$ cat config.mk
export PLATFORM = sky130hd
export DESIGN_NAME = mux4_rr_sched
export DESIGN_NICKNAME = d
export VERILOG_FILES = /design/src/rtl/mux4_sched_pkg.sv /design/src/rtl/rr_pick4.sv /design/src/rtl/mux4_rr_sched.sv
export SDC_FILE = /design/constraint.sdc
export NUM_CORES = 1
export LEC_CHECK = 0
export CELL_PAD_IN_SITES_DETAIL_PLACEMENT = 0
export CELL_PAD_IN_SITES_GLOBAL_PLACEMENT = 1
export CORE_MARGIN = 2
export CORE_UTILIZATION = 41
export DETAILED_ROUTE_END_ITERATION = 10
export GPL_ROUTABILITY_DRIVEN = 0
export MAX_ROUTING_LAYER = met4
export PLACE_DENSITY = 0.78
export SETUP_SLACK_MARGIN = 0.3
export SYNTH_ARGS = -nofsm -noshare
export SYNTH_HDL_FRONTEND = slang
export SYNTH_SLANG_ARGS = --single-unit
$ cat constraint.sdc
create_clock -name clk -period 3.6 [get_ports clk]
set_input_delay 1.08 -clock clk [delete_from_list [all_inputs] [get_ports clk]]
set_output_delay 1.08 -clock clk [all_outputs]
set_load 0.005 [all_outputs]
$ cat src/rtl/mux4_sched_pkg.sv
// Shared types and helpers for the round-robin scheduler in front of mux_4_1.
package mux4_sched_pkg;

    typedef enum logic {
        IDLE  = 1'b0,
        GRANT = 1'b1
    } sched_state_t;

    localparam int IDX_W  = 2;
    localparam int HCNT_W = 8;

    function automatic logic [3:0] idx_to_onehot(input logic [IDX_W-1:0] idx);
        return 4'b0001 << idx;
    endfunction

endpackage

$ cat src/rtl/rr_pick4.sv
// Combinational round-robin picker: first set request scanning from ptr with wrap,
// optionally excluding one index.
module rr_pick4
    import mux4_sched_pkg::*;
(
    input  logic [3:0]       req,
    input  logic [IDX_W-1:0] ptr,
    input  logic             excl_en,
    input  logic [IDX_W-1:0] excl_idx,
    output logic             found,
    output logic [IDX_W-1:0] idx
);

    logic [3:0]       cand_s;
    logic [3:0]       rot_s;
    logic [IDX_W-1:0] off_s;

    assign cand_s = req & ~(excl_en ? idx_to_onehot(excl_idx) : 4'b0000);

    // Rotate candidates so that bit 0 is the requester at ptr.
    always_comb begin
        rot_s = cand_s;
        case (ptr)
            2'd0:    rot_s = cand_s;
            2'd1:    rot_s = {cand_s[0],   cand_s[3:1]};
            2'd2:    rot_s = {cand_s[1:0], cand_s[3:2]};
            2'd3:    rot_s = {cand_s[2:0], cand_s[3]};
            default: rot_s = cand_s;
        endcase
    end

    // Priority encode the rotated vector into an offset from ptr.
    always_comb begin
        found = 1'b0;
        off_s = 2'd0;
        casez (rot_s)
            4'b???1: begin found = 1'b1; off_s = 2'd0; end
            4'b??10: begin found = 1'b1; off_s = 2'd1; end
            4'b?100: begin found = 1'b1; off_s = 2'd2; end
            4'b1000: begin found = 1'b1; off_s = 2'd3; end
            default: begin found = 1'b0; off_s = 2'd0; end
        endcase
    end

    assign idx = ptr + off_s;

endmodule

$ cat src/rtl/mux4_rr_sched.sv
// Round-robin scheduler driving the mux_4_1 selects, with hold limit and a
// registered, source-tagged sample of the mux output.
module mux4_rr_sched
    import mux4_sched_pkg::*;
#(
    parameter int HOLD_MAX = 8
) (
    input  logic             clk,
    input  logic             rst,
    input  logic [3:0]       req,
    input  logic             y_in,
    output logic [3:0]       gnt,
    output logic             s1,
    output logic             s0,
    output logic             busy,
    output logic             y_q,
    output logic             y_vld,
    output logic [IDX_W-1:0] y_src
);

    localparam logic [HCNT_W-1:0] HOLD_LIM = HCNT_W'(HOLD_MAX);
    localparam logic [HCNT_W-1:0] HCNT_ONE = HCNT_W'(1);

    sched_state_t      state_r, state_s;
    logic [IDX_W-1:0]  ptr_r, ptr_s;
    logic [HCNT_W-1:0] hcnt_r, hcnt_s;
    logic [3:0]        gnt_r, gnt_s;
    logic [IDX_W-1:0]  sel_r, sel_s;
    logic              busy_r, busy_s;
    logic              y_q_r, y_vld_r;
    logic [IDX_W-1:0]  y_src_r;

    logic [IDX_W-1:0]  pick_ptr_s;
    logic              pick_excl_s;
    logic              pick_found_s;
    logic [IDX_W-1:0]  pick_idx_s;

    // While granting, the scan starts after the holder and skips it; a released
    // holder has its request low anyway, so one picker covers both cases.
    assign pick_excl_s = (state_r == GRANT);
    assign pick_ptr_s  = pick_excl_s ? (sel_r + 2'd1) : ptr_r;

    rr_pick4 u_pick (
        .req      (req),
        .ptr      (pick_ptr_s),
        .excl_en  (pick_excl_s),
        .excl_idx (sel_r),
        .found    (pick_found_s),
        .idx      (pick_idx_s)
    );

    // Next-state logic for the grant FSM, rotation pointer and hold counter.
    always_comb begin
        state_s = state_r;
        ptr_s   = ptr_r;
        hcnt_s  = hcnt_r;
        gnt_s   = gnt_r;
        sel_s   = sel_r;
        busy_s  = busy_r;
        case (state_r)
            IDLE: begin
                if (pick_found_s) begin
                    state_s = GRANT;
                    gnt_s   = idx_to_onehot(pick_idx_s);
                    sel_s   = pick_idx_s;
                    busy_s  = 1'b1;
                    hcnt_s  = HCNT_ONE;
                end else begin
                    gnt_s   = 4'b0000;
                    busy_s  = 1'b0;
                end
            end
            GRANT: begin
                if (!req[sel_r]) begin
                    ptr_s = sel_r + 2'd1;
                    if (pick_found_s) begin
                        gnt_s  = idx_to_onehot(pick_idx_s);
                        sel_s  = pick_idx_s;
                        hcnt_s = HCNT_ONE;
                    end else begin
                        state_s = IDLE;
                        gnt_s   = 4'b0000;
                        busy_s  = 1'b0;
                        hcnt_s  = '0;
                    end
                end else if (hcnt_r == HOLD_LIM) begin
                    if (pick_found_s) begin
                        ptr_s  = sel_r + 2'd1;
                        gnt_s  = idx_to_onehot(pick_idx_s);
                        sel_s  = pick_idx_s;
                        hcnt_s = HCNT_ONE;
                    end else begin
                        hcnt_s = HCNT_ONE;
                    end
                end else begin
                    hcnt_s = hcnt_r + HCNT_ONE;
                end
            end
            default: begin
                state_s = IDLE;
                gnt_s   = 4'b0000;
                busy_s  = 1'b0;
                hcnt_s  = '0;
            end
        endcase
    end

    // FSM and grant output registers.
    always_ff @(posedge clk) begin
        if (rst) begin
            state_r <= IDLE;
            ptr_r   <= 2'd0;
            hcnt_r  <= '0;
            gnt_r   <= 4'b0000;
            sel_r   <= 2'd0;
            busy_r  <= 1'b0;
        end else begin
            state_r <= state_s;
            ptr_r   <= ptr_s;
            hcnt_r  <= hcnt_s;
            gnt_r   <= gnt_s;
            sel_r   <= sel_s;
            busy_r  <= busy_s;
        end
    end

    // Sample the mux output, tagged with the select that was driving it.
    always_ff @(posedge clk) begin
        if (rst) begin
            y_q_r   <= 1'b0;
            y_vld_r <= 1'b0;
            y_src_r <= 2'd0;
        end else if (busy_r) begin
            y_q_r   <= y_in;
            y_vld_r <= 1'b1;
            y_src_r <= sel_r;
        end else begin
            y_vld_r <= 1'b0;
        end
    end

    assign gnt   = gnt_r;
    assign s1    = sel_r[1];
    assign s0    = sel_r[0];
    assign busy  = busy_r;
    assign y_q   = y_q_r;
    assign y_vld = y_vld_r;
    assign y_src = y_src_r;

endmodule

==> results.sh <==
export IMPL_worst_pin_slew_ns=0.614
export IMPL_synth_edf_count=0
export IMPL_hpwl_mm=2.63
export IMPL_fp_dieW_um=64.0
export IMPL_status="finished clean"
export IMPL_synth_top_flop_cell="dfxtp_1"
export IMPL_coreArea_sq_um=3390
export IMPL_r2r_start="sel_r[0]$_SDFFE_PP0P_"
export IMPL_seq_area_sq_um=440
export IMPL_die_area_sq_um=4090
export IMPL_worst_r2r_path_depth=13
export IMPL_syn_instance_count=173
export IMPL_path_cells="clkdlybuf4s50_1 > a21bo_2 > o21ai_0 > a21oi_1 > o21ai_1 > o21ai_0 > ha_1 > nor2_1 > o41ai_2 > nor3_1 > nand3_1 > nand3_1"
export IMPL_drive_gt1_share_pct=17.6
export IMPL_cts_buffers=3
export IMPL_grt_overflow=0
export IMPL_period_share_pct=85.7
export IMPL_portBuffers=17
export IMPL_finalNonFillerCells=239
export IMPL_grt_pass1_vias=1358
export IMPL_worstPathRequired_ns=3.86
export IMPL_cts_setup_buffers=0
export IMPL_fin_setup_tns_ns=0
export IMPL_use_met1_pct=26.5
export IMPL_relSlewSlack_pct=58.7
export IMPL_track_usage_pct=19.0
export IMPL_holdBufCountCts=0
export IMPL_dr_pass1_iters=4
export IMPL_grt_max_degree=16
export IMPL_maxCapViolations=0
export IMPL_holdWs_ns=0.483
export IMPL_clk_latency_ns=0.31
export IMPL_routed_via_count=1367
export IMPL_endpoint_kind="register"
export IMPL_r2r_setup_slack_ns=0.66
export IMPL_max_stage_delay_ns=0.49
export IMPL_grt_pass1_wl_mm=6.17
export IMPL_ios=18
export IMPL_htree_levels=1
export IMPL_startpoint="req[3]"
export IMPL_hold_violations=0
export IMPL_avgRoutedWirePerCell_um=14.6
export IMPL_min_path_type="reg -> reg"
export IMPL_grtUsageMet2_pct=28.4
export IMPL_worstSetupPathType="in -> reg"
export IMPL_setup_viol=0
export IMPL_ctsResizeCount=0
export IMPL_worstPathArrival_ns=3.34
export IMPL_final_nets=208
export IMPL_clkTransAtPathRegs_ns=0.12
export IMPL_fin_skew_ns=0.00266
export IMPL_cp_slowest_cell="clkdlybuf4s50_1"
export IMPL_clock_sinks=22
export IMPL_synth_yosys_seq_area_share_pct=29.9
export IMPL_vias_per_cell=5.72
export IMPL_ys_seq_elements=22
export IMPL_top_usage_layer="met2"
export IMPL_area_growth_pct=20.9
export IMPL_async_flop_share_pct=0
export IMPL_hp_start="gnt[3]$_SDFFE_PP0P_"
export IMPL_syn_area_sq_um=1480
export IMPL_report_final_slew_viol_count=0
export IMPL_antenna_found_initial=0
export IMPL_final_antenna_net_count=0
export IMPL_fillers=319
export IMPL_cp_endpoint="gnt[2]$_SDFFE_PP0P_"
export IMPL_drc_errors=0
export IMPL_cellLeakagePower_nw=0.634
export IMPL_placed_cell_area_sq_um=1700
export IMPL_start_kind="primary input"
export IMPL_synth_cell_type_count=52
export IMPL_fmax_mhz=324
export IMPL_cts_buffer_depth=2
export IMPL_die_h_um=64.0
export IMPL_synth_nets=187
export IMPL_cts_tree="yes"
export IMPL_fp_row_count=21
export IMPL_yosysWarnings=0
export IMPL_rsz0062_at_grt="no"
export IMPL_antenna_cells=0
export IMPL_place_ws_ns=0.127
export IMPL_root_buffer="clkbuf_4"
export IMPL_powerDensity_nw_per_um2=623
export IMPL_met3_usage_pct=3.70
export IMPL_r2r_end="gnt[2]$_SDFFE_PP0P_"
export IMPL_avgSynthCellArea_sq_um=8.53
export IMPL_start_util_pct=43.5
export IMPL_multi_input_area_sq_um=995
export IMPL_vdd_ir_drop_max_uv=341
export IMPL_worst_slack_ns=0.514
export IMPL_drt_iter0_drc=102
export IMPL_wirelength_mm=3.50
export IMPL_stdcell_area_sq_um=1780
export IMPL_fin_crit_ns=3.09
export IMPL_placed_cells=235
export IMPL_cp_max_fo=5
state kept, by name (all words and copies together) (netlist names):
register     cells
y_src            2
ptr_r            2
pick_excl_s      1
gnt              4
sel_r            2
busy             1
y_vld            1
y_q              1
hcnt_r           8
metrics by stage:
stage	power, W	utilization, %
floorplan	0.000714	-
global placement	0.000894	50.2
detailed placement	0.000899	50.2
CTS	0.00109	51.8
global route	0.00120	52.6
finish	0.00111	52.6
cell type report:
class / instances / area share (%)
multi-input combinational: 138 / 55.8
tap: 46 / 3.23
inverter: 6 / 1.26
clock inverter: 1 / 1.68
timing repair buffer: 23 / 12.1
sequential: 22 / 24.7
clock buffer: 3 / 1.26
cells in the mapped netlist (2+ instances only):
cell type / n / area share [%]
buf_6: 2 / 1.5
a22o_1: 2 / 1.2
a211oi_1: 2 / 1.0
a311oi_1: 2 / 1.2
a21oi_1: 10 / 3.4
nor4_4: 2 / 2.9
o21ai_1: 2 / 0.68
a221oi_1: 2 / 1.2
mux2i_1: 4 / 2.7
a21boi_1: 3 / 1.5
dfxtp_1: 22 / 30
inv_1: 6 / 1.5
or2_2: 2 / 0.85
a22oi_1: 3 / 1.5
xnor2_1: 2 / 1.2
nor3_1: 7 / 2.4
nand4_1: 2 / 0.85
nand3_1: 11 / 3.7
clkbuf_1: 4 / 1.0
nand3b_1: 2 / 1.0
o21ai_0: 10 / 3.4
nor2_1: 18 / 4.6
ha_1: 7 / 5.9
and3_1: 2 / 0.85
nand2_1: 14 / 3.6
a21bo_2: 4 / 2.7
critical path: cells and delay by family:
family / cells / cell delay (ns)
compound gates: 6 / 0.90
fa+ha+maj: 1 / 0.33
buf+inv: 1 / 0.49
simple gates: 4 / 0.54
per-layer routing:
| metal | vias to the layer above | routed length (um) |
|---|---|---|
| met1 | 635 | 1770 |
| met5 | - | 0 |
| li1 | 693 | - |
| met2 | 32 | 1550 |
| met4 | 0 | 50 |
| met3 | 7 | 124 |
kinds of logic (layout without fill, tap and decap cells):
family / after synthesis / after routing / synth area share (%)
multiplexers: 6 / 6 / 5.00
flip-flops: 22 / 22 / 29.9
buffers and inverters: 13 / 33 / 4.58
adder cells (fa/ha/maj): 7 / 7 / 5.94
XOR/XNOR: 2 / 2 / 1.19
AO/OA/AOI/OAI: 56 / 56 / 28.5
AND/OR/NAND/NOR: 67 / 67 / 24.9
power by group:
group | total (W) | leakage (nW) | internal (W) | switching (W)
logic | 0.000581 | 0.426 | 0.000266 | 0.000316
registers | 0.000343 | 0.180 | 0.000290 | 0.0000528
clock network | 0.000187 | 0.0279 | 0.000113 | 0.0000746
total | 0.00111 | 0.634 | 0.000668 | 0.000443
placed cells by master (no fill, tap or decap), types with 2 or more instances in the layout:
| master | instances |
|---|---|
| and3_1 | 2 |
| nand3_1 | 11 |
| a221oi_1 | 2 |
| a311oi_1 | 2 |
| clkdlybuf4s50_1 | 17 |
| buf_4 | 6 |
| nand3b_1 | 2 |
| o21ai_1 | 4 |
| nor2_1 | 18 |
| a22o_1 | 2 |
| o21ai_0 | 8 |
| mux2i_1 | 3 |
| xnor2_1 | 2 |
| or2_2 | 2 |
| a22oi_1 | 3 |
| a211oi_1 | 2 |
| nor4_4 | 2 |
| ha_1 | 7 |
| a21bo_2 | 4 |
| inv_1 | 6 |
| nor3_1 | 6 |
| dfxtp_1 | 22 |
| a21boi_2 | 3 |
| nand2_1 | 14 |
| clkbuf_4 | 3 |
| a21oi_1 | 10 |
| nand4_1 | 2 |
worst min path at each step:
| stage | to | slack [ns] | cells past startpoint |
|---|---|---|---|
| final | gnt[3]$_SDFFE_PP0P_ | 0.48 | 2 |
| after global routing | gnt[2]$_SDFFE_PP0P_ | 0.50 | 2 |
| after CTS | gnt[1]$_SDFFE_PP0P_ | 0.49 | 2 |
| after detailed placement | gnt[1]$_SDFFE_PP0P_ | 0.46 | 2 |
| after global placement | gnt[2]$_SDFFE_PP0P_ | 0.46 | 2 |
| after floorplan | hcnt_r[7]$_SDFFE_PP0P_ | 0.45 | 2 |
Note: power is estimated with default switching activity, not from simulation.
